$ cat src/rtl/or1200_pcu_gen_pkg.sv
// Shared definitions for the performance counter unit (the or1200_pcu_defs set):
// SPR offsets inside the PCU group, PCMR field positions, PCSR FOV position,
// and a small address decoder used by the top-level register file.
package or1200_pcu_gen_pkg;

  // SPR offsets within the PCU group
  localparam logic [4:0] PCCR_BASE = 5'd0;
  localparam logic [4:0] PCMR_BASE = 5'd8;
  localparam logic [4:0] PCSR_ADDR = 5'd16;
  localparam logic [4:0] PCTR_ADDR = 5'd17;

  // PCMR field positions
  localparam int PCMR_EN       = 0;
  localparam int PCMR_OVIE     = 1;
  localparam int PCMR_UM       = 2;
  localparam int PCMR_SM       = 3;
  localparam int PCMR_MASK_LSB = 4;

  // PCSR freeze-on-overflow bit
  localparam int PCSR_FOV = 31;

  typedef enum logic [2:0] {
    SEL_NONE,
    SEL_PCCR,
    SEL_PCMR,
    SEL_PCSR,
    SEL_PCTR
  } spr_sel_e;

  // Offsets 0..7 and 8..15 are banks of eight; the low three bits index the bank.
  function automatic spr_sel_e spr_decode(input logic [4:0] addr);
    spr_sel_e sel;
    sel = SEL_NONE;
    if ((addr & 5'b11000) == PCCR_BASE)      sel = SEL_PCCR;
    else if ((addr & 5'b11000) == PCMR_BASE) sel = SEL_PCMR;
    else if (addr == PCSR_ADDR)              sel = SEL_PCSR;
    else if (addr == PCTR_ADDR)              sel = SEL_PCTR;
    return sel;
  endfunction

endpackage

$ cat src/rtl/or1200_pcu_gen_if.sv
// SPR bus slice seen by the performance counter unit.
// Protocol: single-cycle access with no ready/valid back-pressure. A cycle with
// spr_cs_i=1 is one access; spr_write_i selects write (applied at the next clk
// edge) or read (spr_dat_o carries the data in the cycle after the access, and
// is 0 after any non-read cycle).
// Modports: master drives the request, slave (the PCU) returns spr_dat_o.
interface or1200_pcu_gen_if;
  logic        spr_cs_i;
  logic        spr_write_i;
  logic [4:0]  spr_addr_i;
  logic [31:0] spr_dat_i;
  logic [31:0] spr_dat_o;

  modport master (output spr_cs_i, spr_write_i, spr_addr_i, spr_dat_i,
                  input  spr_dat_o);
  modport slave  (input  spr_cs_i, spr_write_i, spr_addr_i, spr_dat_i,
                  output spr_dat_o);
endinterface

$ cat src/rtl/or1200_pcu_cnt.sv
// One performance counter: counter register, its mode register (PCMR), the
// increment/write/hold priority and overflow detection.
// Ports:
//   clk, rst        clock, asynchronous active-low reset
//   cond_i          conditioned events (edge/level already applied)
//   supv_i          CPU in supervisor mode
//   freeze_i        suppress increments this cycle
//   cnt_we_i/cnt_wdata_i  PCCR write
//   mr_we_i/mr_wdata_i    PCMR write
//   cnt_o, mr_o     current counter / mode register
//   ovf_o           this edge wraps the counter from all-ones to zero
module or1200_pcu_cnt
  import or1200_pcu_gen_pkg::*;
#(
  parameter int CNT_WIDTH  = 32,
  parameter int NUM_EVENTS = 10
) (
  input  logic                                 clk,
  input  logic                                 rst,
  input  logic [NUM_EVENTS-1:0]                cond_i,
  input  logic                                 supv_i,
  input  logic                                 freeze_i,
  input  logic                                 cnt_we_i,
  input  logic [CNT_WIDTH-1:0]                 cnt_wdata_i,
  input  logic                                 mr_we_i,
  input  logic [PCMR_MASK_LSB+NUM_EVENTS-1:0]  mr_wdata_i,
  output logic [CNT_WIDTH-1:0]                 cnt_o,
  output logic [PCMR_MASK_LSB+NUM_EVENTS-1:0]  mr_o,
  output logic                                 ovf_o
);

  localparam int MR_W = PCMR_MASK_LSB + NUM_EVENTS;

  logic [CNT_WIDTH-1:0] cnt_q;
  logic [MR_W-1:0]      mr_q;
  logic                 mode_ok;
  logic                 hit;
  logic                 inc;

  assign mode_ok = (supv_i & mr_q[PCMR_SM]) | (~supv_i & mr_q[PCMR_UM]);
  // Any number of coincident selected events still adds exactly one.
  assign hit     = |(mr_q[MR_W-1:PCMR_MASK_LSB] & cond_i);
  assign inc     = mr_q[PCMR_EN] & mode_ok & hit & ~freeze_i;
  // A software write wins over the increment, so it never flags overflow.
  assign ovf_o   = inc & ~cnt_we_i & (&cnt_q);

  always_ff @(posedge clk or negedge rst) begin
    if (!rst) begin
      cnt_q <= '0;
      mr_q  <= MR_W'(1);
    end else begin
      if (mr_we_i) mr_q <= mr_wdata_i;
      if (cnt_we_i)  cnt_q <= cnt_wdata_i;
      else if (inc)  cnt_q <= cnt_q + 1'b1;
    end
  end

  assign cnt_o = cnt_q;
  assign mr_o  = mr_q;

endmodule

$ cat src/rtl/or1200_pcu_gen.sv
// Performance counter unit on the SPR bus: NUM_CNT counters of CNT_WIDTH bits
// counting OR-combinations of NUM_EVENTS event inputs, sticky overflow status
// (PCSR, write-1-to-clear), overflow interrupt and a free-running cycle counter.
// Optional feature macro OR1200_PCU_FREEZE_EN: adds PCSR.FOV (freeze all
// counters while any overflow flag is set) and du_stall_i freezing.
// Ports:
//   clk, rst       clock, asynchronous active-low reset
//   event_i        raw event strobes
//   supv_i         CPU in supervisor mode
//   du_stall_i     debug-unit stall (freeze feature only)
//   spr            SPR bus (slave modport), registered read data
//   pcu_irq_o      registered overflow interrupt
//   pcu_cnt_o      free-running cycle counter (PCTR)
module or1200_pcu_gen
  import or1200_pcu_gen_pkg::*;
#(
  parameter int          NUM_CNT    = 8,
  parameter int          CNT_WIDTH  = 32,
  parameter int          NUM_EVENTS = 10,
  parameter logic [15:0] EDGE_MASK  = 16'h027F
) (
  input  logic                  clk,
  input  logic                  rst,
  input  logic [NUM_EVENTS-1:0] event_i,
  input  logic                  supv_i,
  input  logic                  du_stall_i,
  or1200_pcu_gen_if.slave       spr,
  output logic                  pcu_irq_o,
  output logic [31:0]           pcu_cnt_o
);

  localparam int MR_W = PCMR_MASK_LSB + NUM_EVENTS;

  spr_sel_e              sel;
  logic [2:0]            idx;
  logic                  wr_en;
  logic                  rd_en;
  logic [NUM_EVENTS-1:0] event_q;
  logic [NUM_EVENTS-1:0] cond;
  logic                  freeze;
  logic                  pcsr_fov;
  logic [7:0]            pcsr_ovf;
  logic [7:0]            clr;
  logic [7:0]            ovf;
  logic [7:0]            ovie;
  logic [CNT_WIDTH-1:0]  cnt_q [8];
  logic [MR_W-1:0]       mr_q  [8];
  logic [31:0]           rdata;
  logic                  unused_in;

  assign sel   = spr_decode(spr.spr_addr_i);
  assign idx   = spr.spr_addr_i[2:0];
  assign wr_en = spr.spr_cs_i & spr.spr_write_i;
  assign rd_en = spr.spr_cs_i & ~spr.spr_write_i;

  // Edge-type events only pass when the previous sample was low.
  assign cond = event_i & ~(event_q & EDGE_MASK[NUM_EVENTS-1:0]);

  always_ff @(posedge clk or negedge rst) begin
    if (!rst) event_q <= '0;
    else      event_q <= event_i;
  end

`ifdef OR1200_PCU_FREEZE_EN
  always_ff @(posedge clk or negedge rst) begin
    if (!rst)                           pcsr_fov <= 1'b0;
    else if (wr_en && sel == SEL_PCSR)  pcsr_fov <= spr.spr_dat_i[PCSR_FOV];
  end
  assign freeze = du_stall_i | (pcsr_fov & |pcsr_ovf);
`else
  assign pcsr_fov = 1'b0;
  assign freeze   = 1'b0;
`endif

  // Not every build consumes every input bit.
  assign unused_in = ^{du_stall_i, spr.spr_dat_i};

  // Always eight slots so the 3-bit index needs no range check; slots at or
  // above NUM_CNT are tied to zero and read back as 0.
  for (genvar gi = 0; gi < 8; gi++) begin : g_cnt
    if (gi < NUM_CNT) begin : g_on
      or1200_pcu_cnt #(
        .CNT_WIDTH  (CNT_WIDTH),
        .NUM_EVENTS (NUM_EVENTS)
      ) u_cnt (
        .clk         (clk),
        .rst         (rst),
        .cond_i      (cond),
        .supv_i      (supv_i),
        .freeze_i    (freeze),
        .cnt_we_i    (wr_en && sel == SEL_PCCR && idx == 3'(gi)),
        .cnt_wdata_i (spr.spr_dat_i[CNT_WIDTH-1:0]),
        .mr_we_i     (wr_en && sel == SEL_PCMR && idx == 3'(gi)),
        .mr_wdata_i  (spr.spr_dat_i[MR_W-1:0]),
        .cnt_o       (cnt_q[gi]),
        .mr_o        (mr_q[gi]),
        .ovf_o       (ovf[gi])
      );
    end else begin : g_off
      assign cnt_q[gi] = '0;
      assign mr_q[gi]  = '0;
      assign ovf[gi]   = 1'b0;
    end
    assign ovie[gi] = mr_q[gi][PCMR_OVIE];
  end

  // Set has priority over a same-cycle write-1-to-clear.
  assign clr = (wr_en && sel == SEL_PCSR) ? spr.spr_dat_i[7:0] : 8'h00;

  always_ff @(posedge clk or negedge rst) begin
    if (!rst) begin
      pcsr_ovf  <= '0;
      pcu_irq_o <= 1'b0;
      pcu_cnt_o <= '0;
    end else begin
      pcsr_ovf  <= (pcsr_ovf & ~clr) | ovf;
      pcu_irq_o <= |(pcsr_ovf & ovie);
      pcu_cnt_o <= pcu_cnt_o + 32'd1;
    end
  end

  always_comb begin
    rdata = '0;
    case (sel)
      SEL_PCCR: rdata = 32'(cnt_q[idx]);
      SEL_PCMR: rdata = 32'(mr_q[idx]);
      SEL_PCSR: begin
        rdata[7:0]      = pcsr_ovf;
        rdata[PCSR_FOV] = pcsr_fov;
      end
      SEL_PCTR: rdata = pcu_cnt_o;
      default:  rdata = '0;
    endcase
  end

  always_ff @(posedge clk or negedge rst) begin
    if (!rst)       spr.spr_dat_o <= '0;
    else if (rd_en) spr.spr_dat_o <= rdata;
    else            spr.spr_dat_o <= '0;
  end

endmodule

$ cat src/flat_wrapper.sv
// flat-port wrapper written by rule: the top's interface ports become plain ports
module or1200_pcu_gen_flat import or1200_pcu_gen_pkg::*;
#(
  parameter int          NUM_CNT    = 8,
  parameter int          CNT_WIDTH  = 32,
  parameter int          NUM_EVENTS = 10,
  parameter logic [15:0] EDGE_MASK  = 16'h027F
)
  (clk, rst, event_i, supv_i, du_stall_i, pcu_irq_o, pcu_cnt_o, spr_spr_cs_i, spr_spr_write_i, spr_spr_addr_i, spr_spr_dat_i, spr_spr_dat_o);
  or1200_pcu_gen_if spr_i ();
  input  logic clk;
  input  logic rst;
  input  logic [NUM_EVENTS-1:0] event_i;
  input  logic supv_i;
  input  logic du_stall_i;
  output logic pcu_irq_o;
  output logic [31:0] pcu_cnt_o;
  input wire logic [$bits(spr_i.spr_cs_i)-1:0] spr_spr_cs_i;
  input wire logic [$bits(spr_i.spr_write_i)-1:0] spr_spr_write_i;
  input wire logic [$bits(spr_i.spr_addr_i)-1:0] spr_spr_addr_i;
  input wire logic [$bits(spr_i.spr_dat_i)-1:0] spr_spr_dat_i;
  output wire logic [$bits(spr_i.spr_dat_o)-1:0] spr_spr_dat_o;
  assign spr_i.spr_cs_i = spr_spr_cs_i;
  assign spr_i.spr_write_i = spr_spr_write_i;
  assign spr_i.spr_addr_i = spr_spr_addr_i;
  assign spr_i.spr_dat_i = spr_spr_dat_i;
  assign spr_spr_dat_o = spr_i.spr_dat_o;
  or1200_pcu_gen #(.NUM_CNT(NUM_CNT), .CNT_WIDTH(CNT_WIDTH), .NUM_EVENTS(NUM_EVENTS), .EDGE_MASK(EDGE_MASK)) u_core (.clk(clk), .rst(rst), .event_i(event_i), .supv_i(supv_i), .du_stall_i(du_stall_i), .spr(spr_i), .pcu_irq_o(pcu_irq_o), .pcu_cnt_o(pcu_cnt_o));
endmodule
$ cat config.mk
export PLATFORM = sky130hd
export DESIGN_NAME = or1200_pcu_gen_flat
export DESIGN_NICKNAME = d
export VERILOG_FILES = /design/src/rtl/or1200_pcu_gen_pkg.sv /design/src/rtl/or1200_pcu_gen_if.sv /design/src/rtl/or1200_pcu_cnt.sv /design/src/rtl/or1200_pcu_gen.sv /design/src/flat_wrapper.sv
export SDC_FILE = /design/constraint.sdc
export NUM_CORES = 1
export LEC_CHECK = 0
export ABC_AREA = 1
export CAP_MARGIN = 20
export CELL_PAD_IN_SITES_DETAIL_PLACEMENT = 0
export CELL_PAD_IN_SITES_GLOBAL_PLACEMENT = 1
export CORE_ASPECT_RATIO = 1.75
export CORE_MARGIN = 5
export CORE_UTILIZATION = 37
export CTS_CLUSTER_DIAMETER = 50
export DETAILED_ROUTE_END_ITERATION = 8
export GPL_TIMING_DRIVEN = 0
export PLACE_DENSITY = 0.74
export SYNTH_ARGS = -nofsm -noshare
export SYNTH_HDL_FRONTEND = slang
export SYNTH_HIERARCHICAL = 1
export SYNTH_SLANG_ARGS = --single-unit
$ cat constraint.sdc
create_clock -name clk -period 1.8 [get_ports clk]
set_input_delay 0.27 -clock clk [delete_from_list [all_inputs] [get_ports clk]]
set_output_delay 0.27 -clock clk [all_outputs]
set_load 0.01 [all_outputs]
Yosys cells after proc, flatten, opt, wreduce, memory -nomap -nowiden --
Index checks and enable logic that the tools add are counted.
Operators by class: add/sub/neg operators 9, muxes and demuxes 31, equal/unequal tests 14, order comparisons 1, bitwise operators 83, reductions and logical operators 46
Operators by type and width (number):
- 2-to-1 mux 32 bit | 19
- adder 32 x 1 -> 32 bit (second input constant) | 9
- AND reduction 32 bit | 8
- binary-select mux 32 bit (select 3 bit) | 1
- bitwise AND 10 bit | 9
- OR reduction 10 bit | 8
- one-hot mux 23 bit (3 select lines) | 1
- bitwise AND 1 bit | 50
- binary-select mux 14 bit (select 3 bit) | 1
- one-hot mux 8 bit (4 select lines) | 1
- 2-to-1 mux 14 bit | 2
- logical AND 1 bit | 19
- bitwise AND 8 bit | 2
- nonzero test 2 bit | 8
- equality test 3 bit (second input constant) | 5
- equality test 3 x 2 -> 1 bit (second input constant) | 4
- 2-to-1 mux 3 bit | 4
- equality test 5 bit (second input constant) | 2
- NOT 1 bit | 10
- NOT 10 bit | 1
- 2-to-1 mux 8 bit | 1
- NOT 8 bit | 1
- OR 1 bit | 8
- OR 8 bit | 1
- other kinds (8) | 9
Word-level totals: register bits 451, bits of input ports 53, word-level logic and storage cells 205, output and inout port bits 65

Depth between registers and ports, before layout --
depth in word-level cells 12, depth in mapped cells 13, depth with buffers taken out 11

Cells and area by module --
Netlist, hierarchy kept.
By module, submodules not included:
- or1200_pcu_cnt | area each 3143.0 um2, seq. area each 1152.4 um2, instances 8, cells each 478
- or1200_pcu_gen | area each 7389.6 um2, seq. area each 2026.9 um2, instances 1, cells each 1274

Worst setup path after synthesis --
No wires, ideal clock.
path type input to register, start in spr_spr_addr_i[1], end reg u_core.g_cnt[2].g_on.u_cnt.cnt_q[9], cell stages on the path 13, path slack -0.277 ns, path buffers 4, arrival time 1.961 ns, data required time 1.683 ns, setup time 0.117 ns, path through buf_6 > inv_4 > nor2_4 > buf_6 > buf_6 > inv_1 > nor3_1 > clkinv_1 > nand2_1 > inv_1 > buf_2 > nand2_1 > nand2_1
Between the ends: longest elaborated chain between the ends 9, elaborated cells between the ends (all ways) 12, those cells by class eq/ne (4); mux (5); reduce/logical (3)
RTL lines:
- start, declared | RTL line flat_wrapper.sv:20 | input wire logic [$bits(spr_i.spr_addr_i)-1:0] spr_spr_addr_i;
- equality test 5 bit | RTL line or1200_pcu_gen_pkg.sv:37 | else if (addr == PCTR_ADDR) sel = SEL_PCTR;
- 2-to-1 mux 3 bit | RTL line or1200_pcu_gen_pkg.sv:37
- 2-to-1 mux 3 bit | RTL line or1200_pcu_gen_pkg.sv:36 | else if (addr == PCSR_ADDR) sel = SEL_PCSR;
- 2-to-1 mux 3 bit | RTL line or1200_pcu_gen_pkg.sv:35 | else if ((addr & 5'b11000) == PCMR_BASE) sel = SEL_PCMR;
- 2-to-1 mux 3 bit | RTL line or1200_pcu_gen_pkg.sv:34 | if ((addr & 5'b11000) == PCCR_BASE) sel = SEL_PCCR;
- equality test 3 x 1 -> 1 bit | RTL line or1200_pcu_gen.sv:91 | .cnt_we_i (wr_en && sel == SEL_PCCR && idx == 3'(gi)),
- logical AND 1 bit | RTL line or1200_pcu_gen.sv:91
- logical AND 1 bit (*) | RTL line or1200_pcu_gen.sv:91
- 2-to-1 mux 32 bit / nonzero test 2 bit (equally long branches)
- end signal, assigned | RTL line or1200_pcu_cnt.sv:53 | if (cnt_we_i) cnt_q <= cnt_wdata_i;
- end signal, assigned | RTL line or1200_pcu_cnt.sv:54 | else if (inc) cnt_q <= cnt_q + 1'b1;
- end, declared | RTL line or1200_pcu_cnt.sv:34 | logic [CNT_WIDTH-1:0] cnt_q;
Mark *: on every way between the ends. The rest lies on a longest branch, timed or not. A chain may end at the register's enable or synchronous reset.

Worst setup path in the final report --
start reg u_core.g_cnt[7].g_on.u_cnt.mr_q[0], end reg u_core.pcsr_ovf[7]
Between the ends: longest elaborated chain between the ends 5
RTL lines:
- start, declared | RTL line or1200_pcu_cnt.sv:35 | logic [MR_W-1:0] mr_q;
- start signal, assigned | RTL line or1200_pcu_cnt.sv:52 | if (mr_we_i) mr_q <= mr_wdata_i;
- bitwise AND 1 bit (2 in series) | RTL line or1200_pcu_cnt.sv:43 | assign inc = mr_q[PCMR_EN] & mode_ok & hit & ~freeze_i;
- bitwise AND 1 bit (2 in series) | RTL line or1200_pcu_cnt.sv:45 | assign ovf_o = inc & ~cnt_we_i & (&cnt_q);
- via u_core.ovf[7] | RTL line or1200_pcu_gen.sv:44 | logic [7:0] ovf;
- OR 8 bit | RTL line or1200_pcu_gen.sv:116 | pcsr_ovf <= (pcsr_ovf & ~clr) | ovf;
- end signal, assigned | RTL line or1200_pcu_gen.sv:116
- end, declared | RTL line or1200_pcu_gen.sv:42 | logic [7:0] pcsr_ovf;
The timed path passes the listed nets, and every way through them passes these cells.

==> flow_summary.yaml <==
status:
  outcome: "finished with violations"
  violations: "setup timing"
place:
  dpl.hpwl_um: 129400
  place.gp.congestion: 1.095
  numPortBuffers: 113
yosys:
  synth_common_cells: "nand2_1, nand3_1, dfrtp_1"
  synth_area_um2: 32530
  synthDistinctLibCells: 39
  avgSynthCellArea_um2: 6.382
  yosys_warnings: 6
  synthTopCellsByArea: "dfrtp_1, nand2_1, nand3_1"
  synthCells: 5098
  synthDominantCellAreaShare_pct: 33.92
  ys_seq_area_share_pct: 34.57
  ys_dominant_reg_cell: "dfrtp_1"
  post-synth-top-count-cell: "nand2_1"
  ys_ff_latch: 449
  async_flop_share_pct: 100.0
  yosysTopAreaCell: "dfrtp_1"
  synth-edff-count: 0
clock_network:
  cts_root_buffer: "clkbuf_16"
  htreeDepth: 2
  cts_tree: "yes"
  cts_num_sinks: 449
  numCtsBuffers: 60
  cts_buffer_depth: 3
  clkTransAtPathRegs_ns: 0.07
  clock_latency_ns: 0.67
floorplanning:
  fp.coreArea_um2: 87740
  num_io_pins: 118
  die-area_um2: 94190
  die_y_um: 402.3
  initial_core_util_pct: 37.08
  rows: 144
  die_width_um: 234.2
setup_path:
  rr_endpoint: "u_core/pcsr_ovf[7]"
  cp.required_ns: 2.41
  critPathLaunchType: "flip-flop"
  r2r_cells: 11
  r2r-start: "u_core/g_cnt[7].g_on.u_cnt/mr_o[0]"
  worstSetupStartpoint: "u_core/g_cnt[7].g_on.u_cnt/mr_o[0]"
  critPathCapture: "u_core/pcsr_ovf[7]"
  crit_fanout: 3
  arrival_ns: 2.57
  ff2ff_setup_slack_ns: -0.16
  criticalPathCategory: "flip-flop to flip-flop"
  critPathCaptureType: "flip-flop"
routing:
  drtIter0Drc: 3733
  wl_per_cell_um: 26.00
  route.vias.total: 37037
  vias_per_cell: 5.544
  routed_wl_um: 173700
  drt-pass1-iter-count: 8
  drcViolationCount: 0
  postRouteAntennaNets: 0
global_route:
  antenna_found_initial: 5
  grt_pass1_wl_um: 240200
  grt_pass1_vias: 35036
  grtUsageTotal_pct: 35.03
  overflow: 0
  grt_max_degree: 105
final_layout:
  regArea_um2: 11330
  syn2layout_area_growth_pct: 31.63
  nFillCells: 9051
  num-nets-final: 5521
  drive_above_1_share_pct: 23.90
  multi_input_area_um2: 21370
  finalCoreUtilization_pct: 48.81
timing:
  worst_pin_slew_ns: 1.314
  fin_skew_ns: 0.01792
  fin_ws_ns: -0.1624
  hold_viol: 0
  final_max_slew_viol_count: 0
  final.min_clock_period_ns: 1.962
  clock.fmax_ghz: 0.5096
  setup_violations: 165
  final.setup.tns_ns: -7.435
  finalCritPeriodShare_pct: 109.0
  maxSlewHeadroom_pct: 12.12
  rsz0062_at_grt: "yes"
min_path:
  hold_start: "spr_spr_write_i"
  worstHoldPathType: "primary input to flip-flop"
job:
  cap_violations: 0
power:
  power.density_nw_per_um2: 1066
  peakVddDrop_uv: 924.3
  leakagePower_nw: 20.57
critical path: stages, from the launching register on:
cell and delay (ns):
dfstp_2 0.54, inv_2 0.04, nor2_2 0.10, o21ai_1 0.09
a21oi_2 0.23, nand2_4 0.13, buf_6 0.15, nor2_4 0.15
buf_6 0.15, inv_4 0.03, nor2_4 0.17, a21o_1 0.11
report_power, final:
part	switching, W	internal [W]
Combinational	0.00848	0.00555
Sequential	0.00546	0.0126
Clock	0.00566	0.00784
Total	0.0196	0.0260
kinds of logic (layout without fill, tap and decap cells):
kind of cell	count (synthesis)	after routing	synth area share, %
other	1	10	0.01153
muxes	96	96	3.323
adders and majority gates	9	9	0.3461
AOI/OAI and AO/OA	226	226	3.623
xor gates and xnor gates	99	99	2.665
DFF	449	449	34.57
buffers and inverters	566	972	7.546
and+or+nand+nor	3652	3652	47.92
repair_timing:
action / in CTS / in global routing
gates resized for setup: 357 / 689
endpoints found under the setup margin: 460 / 364
setup buffers: 76 / 56
hold endpoints to repair: 54 / 0
pin swaps: 59 / 195
gates cloned: 8 / 19
hold buffers: 2 / 0
cell usage in the layout (no fill, tap or decap), drive strengths merged, types with 9 or more instances in the layout:
| cell | count |
|---|---|
| nor3 | 39 |
| clkinv | 22 |
| a21oi | 91 |
| ha | 9 |
| clkbuf | 133 |
| nand3 | 655 |
| nand3b | 26 |
| o21ai | 117 |
| bufinv | 9 |
| dfrtp | 441 |
| inv | 391 |
| buf | 309 |
| nor2 | 539 |
| xnor2 | 44 |
| mux2 | 96 |
| dlygate4sd2 | 68 |
| nand2 | 2344 |
| nand4 | 33 |
| xor2 | 55 |
| clkdlybuf4s50 | 33 |
cell type report:
type	count	share of cell area [%]
Inverter	380	3.550
Sequential cell	449	26.45
Multi-Input combinational cell	4090	49.90
Clock buffer	67	3.734
Clock inverter	47	1.364
Buffer	185	3.600
Antenna cell	2	0.01169
Timing Repair Buffer	293	7.979
Tap cell	1168	3.413
through the flow:
| stage | cells | area (um^2) | hold WS, ns | power, W | worst slack, ns |
|---|---|---|---|---|---|
| after floorplan | 5105 | 32820 | -0.02559 | 0.02292 | -0.02000 |
| after global placement | 6386 | 35420 | 0.4821 | 0.02855 | -21.56 |
| after detailed placement | 6406 | 35860 | 0.2383 | 0.02885 | -1.502 |
| after CTS | 6605 | 39660 | 0.04151 | 0.04314 | -0.1201 |
| after global routing | 6679 | 42820 | 0.06158 | 0.04757 | -0.1764 |
| final | 6681 | 42820 | 0.06935 | 0.04565 | -0.1624 |
routing by layer:
metal	GRT usage, %	up-vias	wire length (um)
li1	-	16834	-
met1	38.05	17770	59650
met2	59.06	1768	83190
met3	5.554	659	11610
met4	29.24	6	19200
met5	0	-	35
state kept, by name, indices dropped and copies added (netlist names):
name	cells
u_core/g_cnt.g_on.u_cnt/cnt_o	256
u_core/g_cnt.g_on.u_cnt/mr_o	112
u_core/pcu_cnt_o	32
u_core/spr.spr_dat_o	32
u_core/event_q	8
u_core/pcsr_ovf	8
u_core/pcu_irq_o	1
worst min path at each step:
stage | end | depth (start not counted)
2_1_floorplan | u_core/event_q[0] | 0
4_1_cts | u_core/event_q[5] | 1
3_3_place_gp | u_core/g_cnt[7].g_on.u_cnt/mr_o[0] | 2
6_report | u_core/spr.spr_dat_o[3] | 4
5_1_grt | u_core/event_q[5] | 1
3_5_place_dp | u_core/g_cnt[2].g_on.u_cnt/mr_o[9] | 1
Power figures use the tool's default switching activity.
